File: config.mk
export PLATFORM = sky130hd
export DESIGN_NAME = apb_manager_flat
export DESIGN_NICKNAME = d
export VERILOG_FILES = /design/src/rtl/apb_manager_if.sv /design/src/rtl/apb_manager.sv /design/src/flat_wrapper.sv
export SDC_FILE = /design/constraint.sdc
export NUM_CORES = 1
export LEC_CHECK = 0
export ABC_AREA = 0
export BUFFER_PORTS_ARGS = -buffer_cell sky130_fd_sc_hd__buf_2
export CORE_AREA = 2 2 79 81
export CTS_CLUSTER_SIZE = 10
export DETAILED_ROUTE_END_ITERATION = 8
export DIE_AREA = 0 0 81 83
export PLACE_DENSITY = 0.77
export SLEW_MARGIN = 25
export SYNTH_ARGS = -nofsm -noshare
export SYNTH_HDL_FRONTEND = slang
export SYNTH_SLANG_ARGS = --single-unit
File: constraint.sdc
create_clock -name clk -period 2.3 [get_ports clk]
set_input_delay 0.345 -clock clk [delete_from_list [all_inputs] [get_ports clk]]
set_output_delay 0.345 -clock clk [all_outputs]
set_load 0.02 [all_outputs]
File: src/rtl/apb_manager_if.sv
// Command/response port and APB bus of the APB manager, bundled together.
// The master modport is the manager's view; the slave modport is the
// view of whatever sits on the other side (host and subordinate).
interface apb_manager_if;
  // command port
  logic       cmd_valid;
  logic       cmd_ready;
  logic       cmd_write;
  logic [2:0] cmd_addr;
  logic [7:0] cmd_wdata;
  // response port
  logic       rsp_valid;
  logic [7:0] rsp_rdata;
  logic       rsp_err;
  // APB bus
  logic       psel;
  logic       penable;
  logic       pwrite;
  logic [2:0] paddr;
  logic [7:0] pwdata;
  logic [7:0] prdata;
  logic       psaterr;

  modport master (
    input  cmd_valid, cmd_write, cmd_addr, cmd_wdata, prdata, psaterr,
    output cmd_ready, rsp_valid, rsp_rdata, rsp_err,
           psel, penable, pwrite, paddr, pwdata
  );

  modport slave (
    output cmd_valid, cmd_write, cmd_addr, cmd_wdata, prdata, psaterr,
    input  cmd_ready, rsp_valid, rsp_rdata, rsp_err,
           psel, penable, pwrite, paddr, pwdata
  );
endinterface

File: src/rtl/apb_manager.sv
// APB manager: buffers read/write commands in a small FIFO, runs each one
// as a fixed two-cycle SETUP/ACCESS transfer, and returns one in-order
// response per command with the read data and subordinate error flag.
module apb_manager #(
  parameter int FIFO_DEPTH = 4
) (
  input  logic          clk,
  input  logic          n_rst,
  apb_manager_if.master bus,
  output logic          busy
);

  localparam int PW = (FIFO_DEPTH > 1) ? $clog2(FIFO_DEPTH) : 1;
  localparam int CW = $clog2(FIFO_DEPTH) + 1;
  localparam logic [CW-1:0] FULL = CW'(FIFO_DEPTH);

  typedef enum logic [1:0] {
    IDLE   = 2'd0,
    SETUP  = 2'd1,
    ACCESS = 2'd2
  } state_t;

  typedef struct packed {
    logic       write;
    logic [2:0] addr;
    logic [7:0] wdata;
  } cmd_t;

  cmd_t          mem [FIFO_DEPTH];
  logic [PW-1:0] wr_ptr, rd_ptr;
  logic [CW-1:0] count;
  cmd_t          head;
  logic          push, pop;

  state_t        state, next_state;
  logic          next_psel, next_penable;

  assign bus.cmd_ready = (count != FULL);
  assign push          = bus.cmd_valid && bus.cmd_ready;
  assign head          = mem[rd_ptr];
  assign busy          = (count != '0) || (state != IDLE);

  // Command storage: write the incoming command at the tail.
  // NOTE: the storage array has no reset; emptiness is tracked by the
  // pointers and count alone, so clearing the data would buy nothing.
  always_ff @(posedge clk) begin
    if (push) mem[wr_ptr] <= '{write: bus.cmd_write, addr: bus.cmd_addr, wdata: bus.cmd_wdata};
  end

  // FIFO pointers and occupancy; simultaneous push and pop leave count unchanged.
  always_ff @(posedge clk or negedge n_rst) begin
    if (!n_rst) begin
      wr_ptr <= '0;
      rd_ptr <= '0;
      count  <= '0;
    end else begin
      if (push) wr_ptr <= wr_ptr + PW'(1);
      if (pop)  rd_ptr <= rd_ptr + PW'(1);
      case ({push, pop})
        2'b10:   count <= count + CW'(1);
        2'b01:   count <= count - CW'(1);
        default: count <= count;
      endcase
    end
  end

  // Transfer sequencing: next state, pop strobe and next APB phase outputs.
  // NOTE: every signal written here gets a default first, so no path
  // through the case leaves one unassigned and no latch is inferred.
  always_comb begin
    next_state   = state;
    pop          = 1'b0;
    case (state)
      IDLE: begin
        if (count != '0) begin
          next_state = SETUP;
          pop        = 1'b1;
        end
      end
      SETUP:  next_state = ACCESS;
      ACCESS: begin
        if (count != '0) begin
          next_state = SETUP;
          pop        = 1'b1;
        end else begin
          next_state = IDLE;
        end
      end
      default: next_state = IDLE;
    endcase
    next_psel    = (next_state != IDLE);
    next_penable = (next_state == ACCESS);
  end

  // State, APB outputs and response outputs, all registered.
  // NOTE: sequential state uses non-blocking assignments so every flop
  // samples pre-edge values regardless of statement order.
  always_ff @(posedge clk or negedge n_rst) begin
    if (!n_rst) begin
      state         <= IDLE;
      bus.psel      <= 1'b0;
      bus.penable   <= 1'b0;
      bus.pwrite    <= 1'b0;
      bus.paddr     <= '0;
      bus.pwdata    <= '0;
      bus.rsp_valid <= 1'b0;
      bus.rsp_rdata <= '0;
      bus.rsp_err   <= 1'b0;
    end else begin
      state       <= next_state;
      bus.psel    <= next_psel;
      bus.penable <= next_penable;
      if (pop) begin
        bus.pwrite <= head.write;
        bus.paddr  <= head.addr;
        bus.pwdata <= head.wdata;
      end
      bus.rsp_valid <= (state == ACCESS);
      if (state == ACCESS) begin
        bus.rsp_err   <= bus.psaterr;
        bus.rsp_rdata <= bus.pwrite ? 8'h00 : bus.prdata;
      end
    end
  end

endmodule

File: src/flat_wrapper.sv
// flat-port wrapper written by rule: the top's interface ports become plain ports
module apb_manager_flat 
#(
  parameter int FIFO_DEPTH = 4
)
  (clk, n_rst, busy, bus_cmd_valid, bus_cmd_write, bus_cmd_addr, bus_cmd_wdata, bus_prdata, bus_psaterr, bus_cmd_ready, bus_rsp_valid, bus_rsp_rdata, bus_rsp_err, bus_psel, bus_penable, bus_pwrite, bus_paddr, bus_pwdata);
  apb_manager_if bus_i ();
  input  logic clk;
  input  logic n_rst;
  output logic busy;
  input wire logic [$bits(bus_i.cmd_valid)-1:0] bus_cmd_valid;
  input wire logic [$bits(bus_i.cmd_write)-1:0] bus_cmd_write;
  input wire logic [$bits(bus_i.cmd_addr)-1:0] bus_cmd_addr;
  input wire logic [$bits(bus_i.cmd_wdata)-1:0] bus_cmd_wdata;
  input wire logic [$bits(bus_i.prdata)-1:0] bus_prdata;
  input wire logic [$bits(bus_i.psaterr)-1:0] bus_psaterr;
  output wire logic [$bits(bus_i.cmd_ready)-1:0] bus_cmd_ready;
  output wire logic [$bits(bus_i.rsp_valid)-1:0] bus_rsp_valid;
  output wire logic [$bits(bus_i.rsp_rdata)-1:0] bus_rsp_rdata;
  output wire logic [$bits(bus_i.rsp_err)-1:0] bus_rsp_err;
  output wire logic [$bits(bus_i.psel)-1:0] bus_psel;
  output wire logic [$bits(bus_i.penable)-1:0] bus_penable;
  output wire logic [$bits(bus_i.pwrite)-1:0] bus_pwrite;
  output wire logic [$bits(bus_i.paddr)-1:0] bus_paddr;
  output wire logic [$bits(bus_i.pwdata)-1:0] bus_pwdata;
  assign bus_i.cmd_valid = bus_cmd_valid;
  assign bus_i.cmd_write = bus_cmd_write;
  assign bus_i.cmd_addr = bus_cmd_addr;
  assign bus_i.cmd_wdata = bus_cmd_wdata;
  assign bus_i.prdata = bus_prdata;
  assign bus_i.psaterr = bus_psaterr;
  assign bus_cmd_ready = bus_i.cmd_ready;
  assign bus_rsp_valid = bus_i.rsp_valid;
  assign bus_rsp_rdata = bus_i.rsp_rdata;
  assign bus_rsp_err = bus_i.rsp_err;
  assign bus_psel = bus_i.psel;
  assign bus_penable = bus_i.penable;
  assign bus_pwrite = bus_i.pwrite;
  assign bus_paddr = bus_i.paddr;
  assign bus_pwdata = bus_i.pwdata;
  apb_manager #(.FIFO_DEPTH(FIFO_DEPTH)) u_core (.clk(clk), .n_rst(n_rst), .bus(bus_i), .busy(busy));
endmodule
== Word level (Yosys, flattened, before mapping) ==
Memories as Yosys holds them, arrays and structs flattened. A register that Yosys moved wholly into a read port is not among the register bits.
Index checks and enable logic that the tools add are counted.

* Output and inout bits: 26
* Word-level logic and storage cells: 38
* Bits in writable memories: 48
* Input port bits: 24
* Memories: 1
* Flip-flop bits (word level): 21

{| class="wikitable"
|+ Memory list
! memory !! words !! width !! read ports !! clocked after Yosys merged registers in !! write ports !! line !! source
|-
| u_core.mem || 4 || 12 || 1 || 1 || 1 || apb_manager.sv:29 || <nowiki>cmd_t mem [FIFO_DEPTH];</nowiki>
|}

* Multiplexer cells: 9
* Reduce and logical (&&, ||, !) cells: 9
* $add $sub $neg: 4
* Equality and inequality tests: 6

{| class="wikitable"
|+ Operator list
! cell !! number
|-
| $mux W8 || 1
|-
| $eq A2 B2 Y1 const B || 3
|-
| $pmux W2 S3 || 1
|-
| $pmux W3 S2 || 1
|-
| $reduce_bool A2 Y1 || 3
|-
| $mux W1 || 5
|-
| $add A2 B1 Y2 const B || 2
|-
| $eq A2 B1 Y1 const B || 2
|-
| $add A3 B1 Y3 const B || 1
|-
| $ne A3 B3 Y1 const B || 1
|-
| $reduce_bool A3 Y1 || 1
|-
| $sub A3 B1 Y3 const B || 1
|-
| $logic_not A2 Y1 || 1
|-
| $mux W2 || 1
|-
| $reduce_or A2 Y1 || 1
|-
| $logic_and A1 B1 Y1 || 1
|-
| $logic_not A1 Y1 || 1
|-
| $logic_or A1 B1 Y1 || 1
|}

== Depth between registers and ports, before layout ==
Gate-level depths: netlist of run 1.

* Word-level depth: 5
* Depth in mapped cells: 9

== Worst setup path before layout of run 1 ==
OpenSTA, ideal clock, no wires.

* Path kind: reg2reg
* Start: reg u_core.count[0]
* End: reg u_core.count[2]
* Setup slack: 0.178 ns
* Stages on the path, launching flop included: 10
* Required time: 2.221 ns
* Arrival: 2.043 ns
* Path through: dfrtp_1 or3b_4 and2_4 inv_1 ha_1 inv_1 fa_1 xor2_1 nor2_1 xor2_1

{| class="wikitable"
|+ RTL lines
! element !! line !! source
|-
| start, declared || apb_manager.sv:31 || <nowiki>logic [CW-1:0] count;</nowiki>
|-
| start signal, assigned || apb_manager.sv:60 || <nowiki>2'b10: count <= count + CW'(1);</nowiki>
|-
| start signal, assigned || apb_manager.sv:61 || <nowiki>2'b01: count <= count - CW'(1);</nowiki>
|-
| start signal, assigned || apb_manager.sv:62 || <nowiki>default: count <= count;</nowiki>
|-
| $ne A3 B3 Y1 * || apb_manager.sv:38 || <nowiki>assign bus.cmd_ready = (count != FULL);</nowiki>
|-
| named net bus_cmd_ready || flat_wrapper.sv:17 || <nowiki>output wire logic [$bits(bus_i.cmd_ready)-1:0] bus_cmd_ready;</nowiki>
|-
| $logic_and A1 B1 Y1 * || apb_manager.sv:39 || <nowiki>assign push = bus.cmd_valid && bus.cmd_ready;</nowiki>
|-
| $eq A2 B1 Y1 or $eq A2 B2 Y1 (tied branches) || apb_manager.sv:59 || <nowiki>case ({push, pop})</nowiki>
|-
| $pmux W3 S2 or $reduce_bool A2 Y1 (tied branches) || n/a ||
|}

Mark *: on every way through the listed nets, which the timed path passes. The rest lies on a longest branch.
A chain may end at the register's enable or synchronous reset.

== Final worst setup path of run 1 ==
* Start: reg u_core.count[1]
* End: reg u_core.count[2]

* Longest elaborated chain between the ends: 5

{| class="wikitable"
|+ RTL lines
! element !! line
|-
| $reduce_bool A3 Y1 || apb_manager.sv:75, apb_manager.sv:82
|-
| $mux W1 || apb_manager.sv:75, apb_manager.sv:82
|-
| $mux W1 || n/a
|-
| $eq A2 B1 Y1 or $eq A2 B2 Y1 (tied branches) || apb_manager.sv:59
|-
| $pmux W3 S2 or $reduce_bool A2 Y1 (tied branches) || n/a
|}

Several ways; a longest one is shown, not always the timed one.

==> metrics.txt, run 1 <==
crit path launch type flip-flop; pin count of the biggest net entering global routing 33; Async SR Flop Fraction around 40%; DR pass1 iterations 4; num ports 50; core area 5816 µm²; Ys Warns 0; Initial DRC Count 77; initial antenna violation count 0; reg2reg path depth 9; Synth Net Count 202; worst r2r src u_core.count[1]; sequential element share of the synthesized area 70.91%; Clk Latency, worst-skew pair ~330 ps; MaxCap Viol Count 0; final worst path period share between 90% and 100%; Worst Clk Skew 8.532 ps; final setup fails 0; Syn Inst Count 172; post-synthesis cell area 3162 µm²; final WL between 5000 and 6000 µm; routed length on met2 2436 µm; met1 WL 2230 µm; Reg clk slew, reported paths 80 ps; Max-slew headroom 36.22%; maximum vdd drop 0.0007877 V; slowest CP cell or3b_4; total CTS buffers 9; Via density 5.203; worst min-delay path class input port to async pin; fin nets 261; Post-DP HPWL 3329 µm; vias in the first global route 1610; DR DRC count 0; Die Span Y roughly 83 µm; status finished clean; CP bufs+invs 2; CP cell instances or3b_4 > and2_4 > inv_1 > ha_1 > inv_1 > fa_1 > xor2_1 > nor2_1 > xor2_1; remaining antenna violation count 0; fmax approximately 460 MHz; register bit total from synthesis 80; htree depth 3; leakage between 0.0015 and 0.002 µW; delay-heaviest family, CP simple AND/OR/NAND/NOR gates; most common cell after layout, fill and taps aside buf_2; synth unique cells 30; fin crit period 2191 ps; met3 wire len 241 µm; Die Wd between 80 and 90 µm; clock sinks 80; most frequent cells in the layout buf_2 (49), edfxtp_1 (48), dfrtp_1 (31); Most used DFF post-synth edfxtp_1; Arr. time, crit path around 2400 ps; row count 28; worst-margin pin slew about 960 ps; average size of a mapped cell 18.38 µm²; I/O Buffers about 50; pwr/cell area 1362 nW/µm²; Req. time, crit path 2550 ps; r2r endpoint u_core.count[2]; placed cells 291; uppermost layer routed met4; clock tree buffer depth 2; grt ovf 0; Final Non-Filler Cells 311; placed cell area 3456 µm²; gp weighted congestion 0.7275; R2R Setup Slk 110 ps; Design Area, Final roughly 3600 µm²; CTS tree done; fraction of layout cells with a size suffix above 1 approximately two fifths; Antenna diodes 0; crit path kind flip-flop to flip-flop; Worst path max stage delay ~430 ps; GRT Overall Usage 16.14%; Die Footprint 6723 µm²; DR WL/cell 16.11 µm; crit end category flip-flop; via count approximately 1600; Max Fanout on Critical Path 6; Initial Util 54.37%; CTS root buffer clkbuf_8; EDFF count, synth 48; final slew viol count 0; Final Hold Viols 0; Area growth syn-to-layout 15.08%; first-pass GRT wire length 7893 µm; hold_buf cts 0
-- layout make-up --
type / instances / area, µm²
sequential: 80 / 2243
inverter: 7 / 26.28
clock buffer: 14 / 142.6
timing repair buffer: 54 / 282.8
multi-input combinational: 79 / 840.8
fill: 463 / 2177
tap: 75 / 93.84
clock inverter: 2 / 8.758
-- how the worst max path moves through the flow --
stage	startpoint	endpoint	slack, ps	cells after the start
after CTS	u_core.count[0]	u_core.count[2]	100	9
final	u_core.count[1]	u_core.count[2]	110	9
after global placement	u_core.count[0]	u_core.count[2]	190	9
after floorplan	u_core.count[0]	u_core.count[2]	180	9
after detailed placement	u_core.count[0]	u_core.count[2]	110	9
after global routing	u_core.count[1]	u_core.count[2]	-90	9
-- cell usage after synthesis, types with 2 or more instances --
library cell	number	area, µm²
and3_1	4	25.02
buf_2	2	10.01
dfrtp_1	32	800.8
edfxtp_1	48	1441
ha_1	5	62.56
inv_1	7	26.28
mux2_2	5	56.30
mux2_4	9	135.1
mux4_1	3	78.83
mux4_2	9	202.7
nand2_1	9	33.78
nand2b_1	9	56.30
nor2_1	3	11.26
o21ai_0	7	35.03
xnor2_1	2	17.52
xor2_1	4	35.03
-- layer usage --
metal,vias up,track usage (%)
li1,752,-
met1,807,22.15
met2,48,24.12
met3,11,3.696
met4,0,8.475
met5,-,0
-- metrics by stage --
| stage | util, % | hold slack [ps] | setup TNS (ps) | total power, µW | setup WS [ps] |
|---|---|---|---|---|---|
| finish | 62.56 | 55.36 | 0 | 4956 | 108.8 |
| global route | 62.56 | 94.68 | -85.00 | 5283 | -85.00 |
| CTS | 62.03 | 72.53 | 0 | 4960 | 97.73 |
| detailed placement | 59.42 | 438.5 | 0 | 4137 | 113.6 |
| global placement | 59.42 | 431.0 | 0 | 4064 | 188.5 |
| floorplan | - | 49.41 | 0 | 3681 | 177.8 |
-- cell families (layout without fill, tap and decap cells) --
| kind of cell | Yosys count | after routing | share of synthesized area [%] |
|---|---|---|---|
| AOI/OAI and AO/OA | 8 | 8 | 1.266 |
| xor gates and xnor gates | 6 | 6 | 1.662 |
| adders and majority gates | 6 | 6 | 2.612 |
| buffers and inverters | 13 | 77 | 2.493 |
| DFF | 80 | 80 | 70.91 |
| muxes | 27 | 27 | 15.27 |
| and+or+nand+nor | 32 | 32 | 5.778 |
-- timing repair --
action,CTS,global route
buffers inserted,0,4
hold endpoints to repair,0,0
resized for setup,0,1
endpoints found under the setup margin,0,1
-- power breakdown --
group | internal (µW) | switching (µW) | total, µW | leakage, µW
sequential | 2000 | 281 | 2280 | 0.000825
clock | 390 | 432 | 821 | 0.0000761
combinational | 932 | 923 | 1850 | 0.000609
-- worst reg2reg max path, cell delays in order (launching register included) --
cell,delay [ps]
dfrtp_1,410
or3b_4,430
and2_4,190
inv_1,50
ha_1,170
inv_1,60
fa_1,370
xor2_1,170
nor2_1,110
xor2_1,160
-- registers in the layout, summed over array words and instances (netlist names), 2 cells and up --
name / count
u_core.rd_ptr: 2
u_core.bus.paddr: 3
u_core.bus.rsp_rdata: 8
u_core.bus.pwdata: 8
u_core.wr_ptr: 2
u_core.count: 3
u_core.mem: 48
Note: power is estimated with default switching activity, not from simulation.
==> run 2, diff against run 1 <==
--- a/config.mk
+++ b/config.mk
@@ -12,6 +12,7 @@
 export DETAILED_ROUTE_END_ITERATION = 8
 export DIE_AREA = 0 0 81 83
 export PLACE_DENSITY = 0.77
+export RECOVER_POWER = 100
 export SLEW_MARGIN = 25
 export SYNTH_ARGS = -nofsm -noshare
 export SYNTH_HDL_FRONTEND = slang
==> constraint.sdc (replaced) <==
create_clock -name clk -period 2.5 [get_ports clk]
set_input_delay 0.375 -clock clk [delete_from_list [all_inputs] [get_ports clk]]
set_output_delay 0.375 -clock clk [all_outputs]
set_load 0.02 [all_outputs]
==> run 2 against run 1 <==
Compared with the run above: the flow now finishes with violations (capacitance limit, slew limit); via count shrank 2.7%; count of clock-buffer cells in the layout shrank 5; combinational power shrank 20%; critical path depth is the same; clock power grew 2.6%; highest routed layer unchanged.
==> metrics.txt, run 2 (same netlist as run 1, synthesis figures left out) <==
Clk Latency, worst-skew pair 350 ps (was 330 ps); row count 28 (unchanged); post-CTS sizing 0 (unchanged); setup bufs post-CTS 0 (unchanged); Initial DRC Count 56 (was 77); clock tree buffer depth 2 (unchanged); Arr. time, crit path 2490 ps (was 2440 ps); GRT Overall Usage 16.26% (was 16.14%); first-pass GRT wire length 7859 µm (was 7893 µm); slowest CP cell or3b_1 (was or3b_4); fraction of layout cells with a size suffix above 1 18.97% (was 38.98%); CTS root buffer clkbuf_8 (unchanged); Reg area 2242 µm² (was 2243 µm²); pwr/cell area 1245 nW/µm² (was 1362 nW/µm²); grt ovf 0 (unchanged); Reg clk slew, reported paths 90 ps (was 80 ps); setup tns final 0 ps (unchanged); most frequent cells in the layout edfxtp_1 (48), clkbuf_1 (40), dfrtp_1 (32), buf_2 (10) (was buf_2 (49), edfxtp_1 (48), dfrtp_1 (31)); Worst Clk Skew 11.66 ps (was 8.532 ps); via count 1574 (was 1618); DR DRC count 0 (unchanged); Antenna diodes 0 (unchanged); final WL 4949 µm (was 5009 µm); Req. time, crit path 2780 ps (was 2550 ps); Final Hold Viols 0 (unchanged); Initial Util 54.37% (unchanged); gp weighted congestion 0.7125 (was 0.7275); Post-DP HPWL 3276 µm (was 3329 µm); Via density 5.127 (was 5.203); worst r2r src u_core.count[0] (was u_core.count[1]); leakage 0.001355 µW (was 0.001510 µW); total CTS buffers 9 (unchanged); CP bufs+invs 2 (unchanged); pin count of the biggest net entering global routing 33 (unchanged); post-layout util 60.99% (was 62.56%); worst min-delay path class input port to flip-flop (was input port to async pin); final slew viol count 33 (was 0); delay-heaviest family, CP simple AND/OR/NAND/NOR gates (unchanged); htree depth 3 (unchanged); top flop regs u_core.mem: 48 flops, u_core.bus.pwdata: 8 flops, u_core.bus.rsp_rdata: 8 flops (unchanged); fin nets 257 (was 261); Critical Path Source u_core.count[0] (was u_core.count[1]); core area 5816 µm² (unchanged); Die Wd 81 µm (unchanged); clock sinks 80 (unchanged); CP cell instances or3b_1 > and2_4 > inv_1 > ha_1 > inv_1 > fa_1 > xor2_1 > nor2_1 > xor2_1 (was or3b_4 > and2_4 > inv_1 > ha_1 > inv_1 > fa_1 > xor2_1 > nor2_1 > xor2_1); final worst path period share 88.55% (was 95.27%); Layout fillers 469 (was 463); num ports 50 (unchanged); worst-margin pin slew 1661 ps (was 955.7 ps); fin crit period 2214 ps (was 2191 ps); final setup fails 0 (unchanged); initial antenna violation count 0 (unchanged); CTS tree done (unchanged); Multi-input gate area 807.0 µm² (was 840.8 µm²); I/O Buffers 49 (unchanged); Max-slew headroom -10.76% (was 36.22%); DR WL/cell 16.12 µm (was 16.11 µm); crit end category flip-flop (unchanged); failing checks capacitance limit, slew limit; maximum vdd drop 0.0006445 V (was 0.0007877 V); RSZ-0062 raised after global routing false; DR pass1 iterations 4 (unchanged); HP Start bus_psaterr; vias in the first global route 1589 (was 1610); max reg flops 48 (unchanged); most common cell after layout, fill and taps aside edfxtp_1 (was buf_2); Max Fanout on Critical Path 6 (unchanged); Biggest register u_core.mem (unchanged); fmax 451.7 MHz (was 456.4 MHz); Worst path max stage delay 440 ps (was 430 ps); MaxCap Viol Count 1 (was 0); remaining antenna violation count 0 (unchanged); crit path launch type flip-flop (unchanged); status finished, violations left (was finished clean); Die Span Y 83 µm (unchanged); hold_buf cts 0 (unchanged); Die Footprint 6723 µm² (unchanged); Area growth syn-to-layout 12.19% (was 15.08%); crit path kind flip-flop to flip-flop (unchanged)
-- run 2: stage by stage --
stage	std cells	hold slack [ps]	setup WS (ps)	power, µW	area [µm²]
after floorplan	172	79.41	377.8	3387	3162
after global placement	291	461.1	381.7	3741	3456
after detailed placement	291	470.1	330.0	3811	3456
after CTS	307	84.12	311.1	4664	3633
after global routing	307	244.4	161.8	4704	3547
final	307	256.0	286.2	4414	3547
-- run 2: final timing paths --
path / end / slack, ps / depth (start not counted)
worst min-delay path: u_core.bus.rsp_err / 260 / 2
min in group asynchronous: u_core.bus.rsp_rdata[6] / 440 / 1
worst min register to register: u_core.bus.rsp_rdata[6] / 490 / 2
worst max-delay path: u_core.count[2] / 290 / 9
worst max register to register: u_core.count[2] / 290 / 9
max in group asynchronous: u_core.bus.paddr[1] / 1090 / 1
-- run 2: area by class of cell --
class                      instances  area share, %
clock inverter                     7          1.517
sequential                        80          63.21
clock buffer                       9          3.492
multi-input combinational         79          22.75
tap                               75          2.646
timing repair buffer              50          5.644
inverter                           7         0.7407
-- run 2: worst register-to-register path, delay by kind of cell, from the launching register on --
| kind | cells | cell delay, ps |
|---|---|---|
| xor gates and xnor gates | 2 | 310 |
| adders and majority gates | 2 | 540 |
| buffers and inverters | 2 | 110 |
| DFF | 1 | 420 |
| and+or+nand+nor | 3 | 760 |
-- run 2: metal layers --
metal	vias to the layer above	routed length [µm]	track usage (%)
met5	-	0	0
met4	0	112	9.245
met3	12	354	5.000
met2	55	2410	25.17
met1	764	2071	20.09
li1	743	-	-
-- run 2: report_power, final --
group	total, µW	internal [µW]	switching (µW)
logic	1480	658	820
registers	2090	1840	260
clock network	842	369	473
total	4410	2860	1550
==> run 3, diff against run 2 <==
--- a/config.mk
+++ b/config.mk
@@ -7,11 +7,11 @@
 export LEC_CHECK = 0
 export ABC_AREA = 0
 export BUFFER_PORTS_ARGS = -buffer_cell sky130_fd_sc_hd__buf_2
-export CORE_AREA = 2 2 79 81
+export CORE_AREA = 2 2 61 106
 export CTS_CLUSTER_SIZE = 10
 export DETAILED_ROUTE_END_ITERATION = 8
-export DIE_AREA = 0 0 81 83
-export PLACE_DENSITY = 0.77
+export DIE_AREA = 0 0 63 108
+export PLACE_DENSITY = 0.75
 export RECOVER_POWER = 100
 export SLEW_MARGIN = 25
 export SYNTH_ARGS = -nofsm -noshare
==> constraint.sdc (replaced) <==
create_clock -name clk -period 2.5 [get_ports clk]
set_input_delay 0.125 -clock clk [delete_from_list [all_inputs] [get_ports clk]]
set_output_delay 0.125 -clock clk [all_outputs]
set_load 0.02 [all_outputs]
==> run 3 against run 2 <==
Compared with the run above: the flow still finishes with violations (capacitance limit, slew limit); sequential power about the same; clock skew shrank 3.0 ps; die area is 1.2% higher; combinational power hardly changed; sequential cell count unchanged; sequential share of layout area is 2.8 points lower; non-clock buffer count is 13 higher; critical path type unchanged.
==> metrics.txt, run 3 (same netlist as run 1, synthesis figures left out) <==
status finished, violations left (unchanged); failing checks capacitance limit, slew limit (unchanged); grt ovf 0 (unchanged); Max Fanout on Critical Path 6 (unchanged); htree depth 3 (unchanged); Arr. time, crit path 2490 ps (about the same); Max-slew headroom -11.91% (was -10.76%); Antenna diodes 0 (unchanged); num ports 50 (unchanged); final WL 5133 µm (was 4949 µm); leakage 0.001433 µW (was 0.001355 µW); row count 37 (was 28); most frequent cells in the layout edfxtp_1 (48), clkbuf_1 (40), dfrtp_1 (32), dlygate4sd3_1 (13), clkbuf_8 (12) (was edfxtp_1 (48), clkbuf_1 (40), dfrtp_1 (32), buf_2 (10)); crit path launch type flip-flop (unchanged); worst min-delay path class input port to flip-flop (unchanged); Worst Clk Skew 8.668 ps (was 11.66 ps); crit path kind flip-flop to flip-flop (unchanged); vias in the first global route 1722 (was 1589); Via density 5.149 (was 5.127); clock network power share 20.9% (was 19.1%); worst-margin pin slew 1679 ps (was 1661 ps); crit end category flip-flop (unchanged); remaining antenna violation count 0 (unchanged); top flop regs u_core.mem: 48 flops, u_core.bus.pwdata: 8 flops, u_core.bus.rsp_rdata: 8 flops (unchanged); DR pass1 iterations 4 (unchanged); Net Sw Power 1511 µW (was 1552 µW); I/O Buffers 49 (unchanged); CTS tree done (unchanged); Post-DP HPWL 3320 µm (was 3276 µm); post-layout util 63.16% (was 60.99%); final setup fails 0 (unchanged); most common cell after layout, fill and taps aside edfxtp_1 (unchanged); Worst path max stage delay 440 ps (about the same); GRT Overall Usage 17.43% (was 16.26%); via count 1663 (was 1574); Final Hold Viols 0 (unchanged); CP cell instances or3b_1 > and2_4 > inv_1 > ha_1 > inv_1 > fa_1 > xor2_1 > nor2_1 > xor2_1 (unchanged); pin count of the biggest net entering global routing 33 (unchanged); fin crit period 2219 ps (was 2214 ps); Die Wd 63 µm (was 81 µm); final slew viol count 33 (unchanged); DR WL/cell 15.89 µm (was 16.12 µm); Initial DRC Count 46 (was 56); total CTS buffers 9 (unchanged); Clk Latency, worst-skew pair 340 ps (was 350 ps); final worst path period share 88.77% (was 88.55%); pwr/cell area 1217 nW/µm² (was 1245 nW/µm²); internal power 3009 µW (was 2862 µW); Die Footprint 6804 µm² (was 6723 µm²); slowest CP cell or3b_1 (unchanged); clock sinks 80 (unchanged); Reg power frac 46.3% (was 47.5%); Area growth syn-to-layout 17.45% (was 12.19%); fmax 450.6 MHz (was 451.7 MHz); fin nets 270 (was 257); clock tree buffer depth 2 (unchanged); setup tns final 0 ps (unchanged); fraction of layout cells with a size suffix above 1 17.96% (was 18.97%); Layout fillers 467 (was 469); Req. time, crit path 2770 ps (was 2780 ps); core area 5879 µm² (was 5816 µm²); initial antenna violation count 0 (unchanged); Initial Util 53.78% (was 54.37%); Die Span Y 108 µm (was 83 µm); DR DRC count 0 (unchanged); first-pass GRT wire length 8514 µm (was 7859 µm); Hold Worst Slack 42.74 ps (was 256.0 ps); RSZ-0062 raised after global routing false (unchanged); Reg clk slew, reported paths 80 ps (was 90 ps); sw frac 33.42% (was 35.16%); Biggest register u_core.mem (unchanged); gp weighted congestion 0.7918 (was 0.7125); maximum vdd drop 0.0009304 V (was 0.0006445 V); max reg flops 48 (unchanged); CTS root buffer clkbuf_8 (unchanged); Comb pwr share 32.8% (was 33.5%); MaxCap Viol Count 1 (unchanged)
-- run 3: cell types whose count changed in the layout (fill, tap and decap cells not counted) --
| cell | change |
|---|---|
| clkinv_2 | +1 |
| dlygate4sd3_1 | +13 |
| clkinvlp_4 | -2 |
| inv_4 | -1 |
| inv_6 | -2 |
| clkbuf_16 | +1 |
| clkbuf_8 | +3 |
-- run 3: repair_timing --
action | in CTS | in global routing
hold buffers | 12 | 1
buffers inserted | 0 | 0
hold endpoints to repair | 74 | 1
resized for setup | 0 | 0
-- run 3: final cells by class --
type | count | area (µm²) | share of cell area [%]
tap | 78 | 97.59 | 2.628
timing repair buffer | 63 | 330.3 | 8.895
inverter | 7 | 26.28 | 0.7075
sequential | 80 | 2242 | 60.38
clock buffer | 13 | 190.2 | 5.121
multi-input combinational | 79 | 807.0 | 21.73
clock inverter | 3 | 20.02 | 0.5391
-- run 3: critical path: cells and delay by family, from the launching register on --
kind / cells / cell delay, ps
and+or+nand+nor: 3 / 760
adders and majority gates: 2 / 550
DFF: 1 / 420
buffers and inverters: 2 / 110
xor gates and xnor gates: 2 / 320
-- run 3: routing by layer --
layer / GRT usage, % / part of all wire (%)
met1: 19.12 / 39
met2: 29.94 / 54
met3: 5.203 / 5.2
met4: 9.841 / 2.3
met5: 0 / 0
-- run 3: power by group through the flow --
stage	Clock, µW	Sequential [µW]	Combinational [µW]
after global placement	0	2120	1640
final	945	2090	1480
after floorplan	0	2240	1140
after CTS	966	2110	1690
after detailed placement	0	2140	1670
after global routing	1030	2150	1640
-- run 3: final timing paths --
check	start	slack [ps]	cells past startpoint	endpoint
worst min register to register	u_core.bus.rsp_rdata[1]	490	2	u_core.bus.rsp_rdata[1]
worst min-delay path	bus_prdata[7]	40	3	u_core.bus.rsp_rdata[7]
worst max-delay path	u_core.count[0]	280	9	u_core.count[2]
max in group asynchronous	n_rst	780	2	u_core.wr_ptr[0]
worst max register to register	u_core.count[0]	280	9	u_core.count[2]
min in group asynchronous	n_rst	750	2	u_core.bus.rsp_valid
-- run 3: through the flow --
| stage | total power [µW] | std cells | worst slack (ps) | instance area, µm² |
|---|---|---|---|---|
| global route | 4826 | 323 | 131.6 | 3714 |
| finish | 4520 | 323 | 280.8 | 3714 |
| CTS | 4763 | 322 | 313.9 | 3790 |
| detailed placement | 3807 | 294 | 327.0 | 3460 |
| global placement | 3756 | 294 | 361.8 | 3460 |
| floorplan | 3387 | 172 | 377.8 | 3162 |
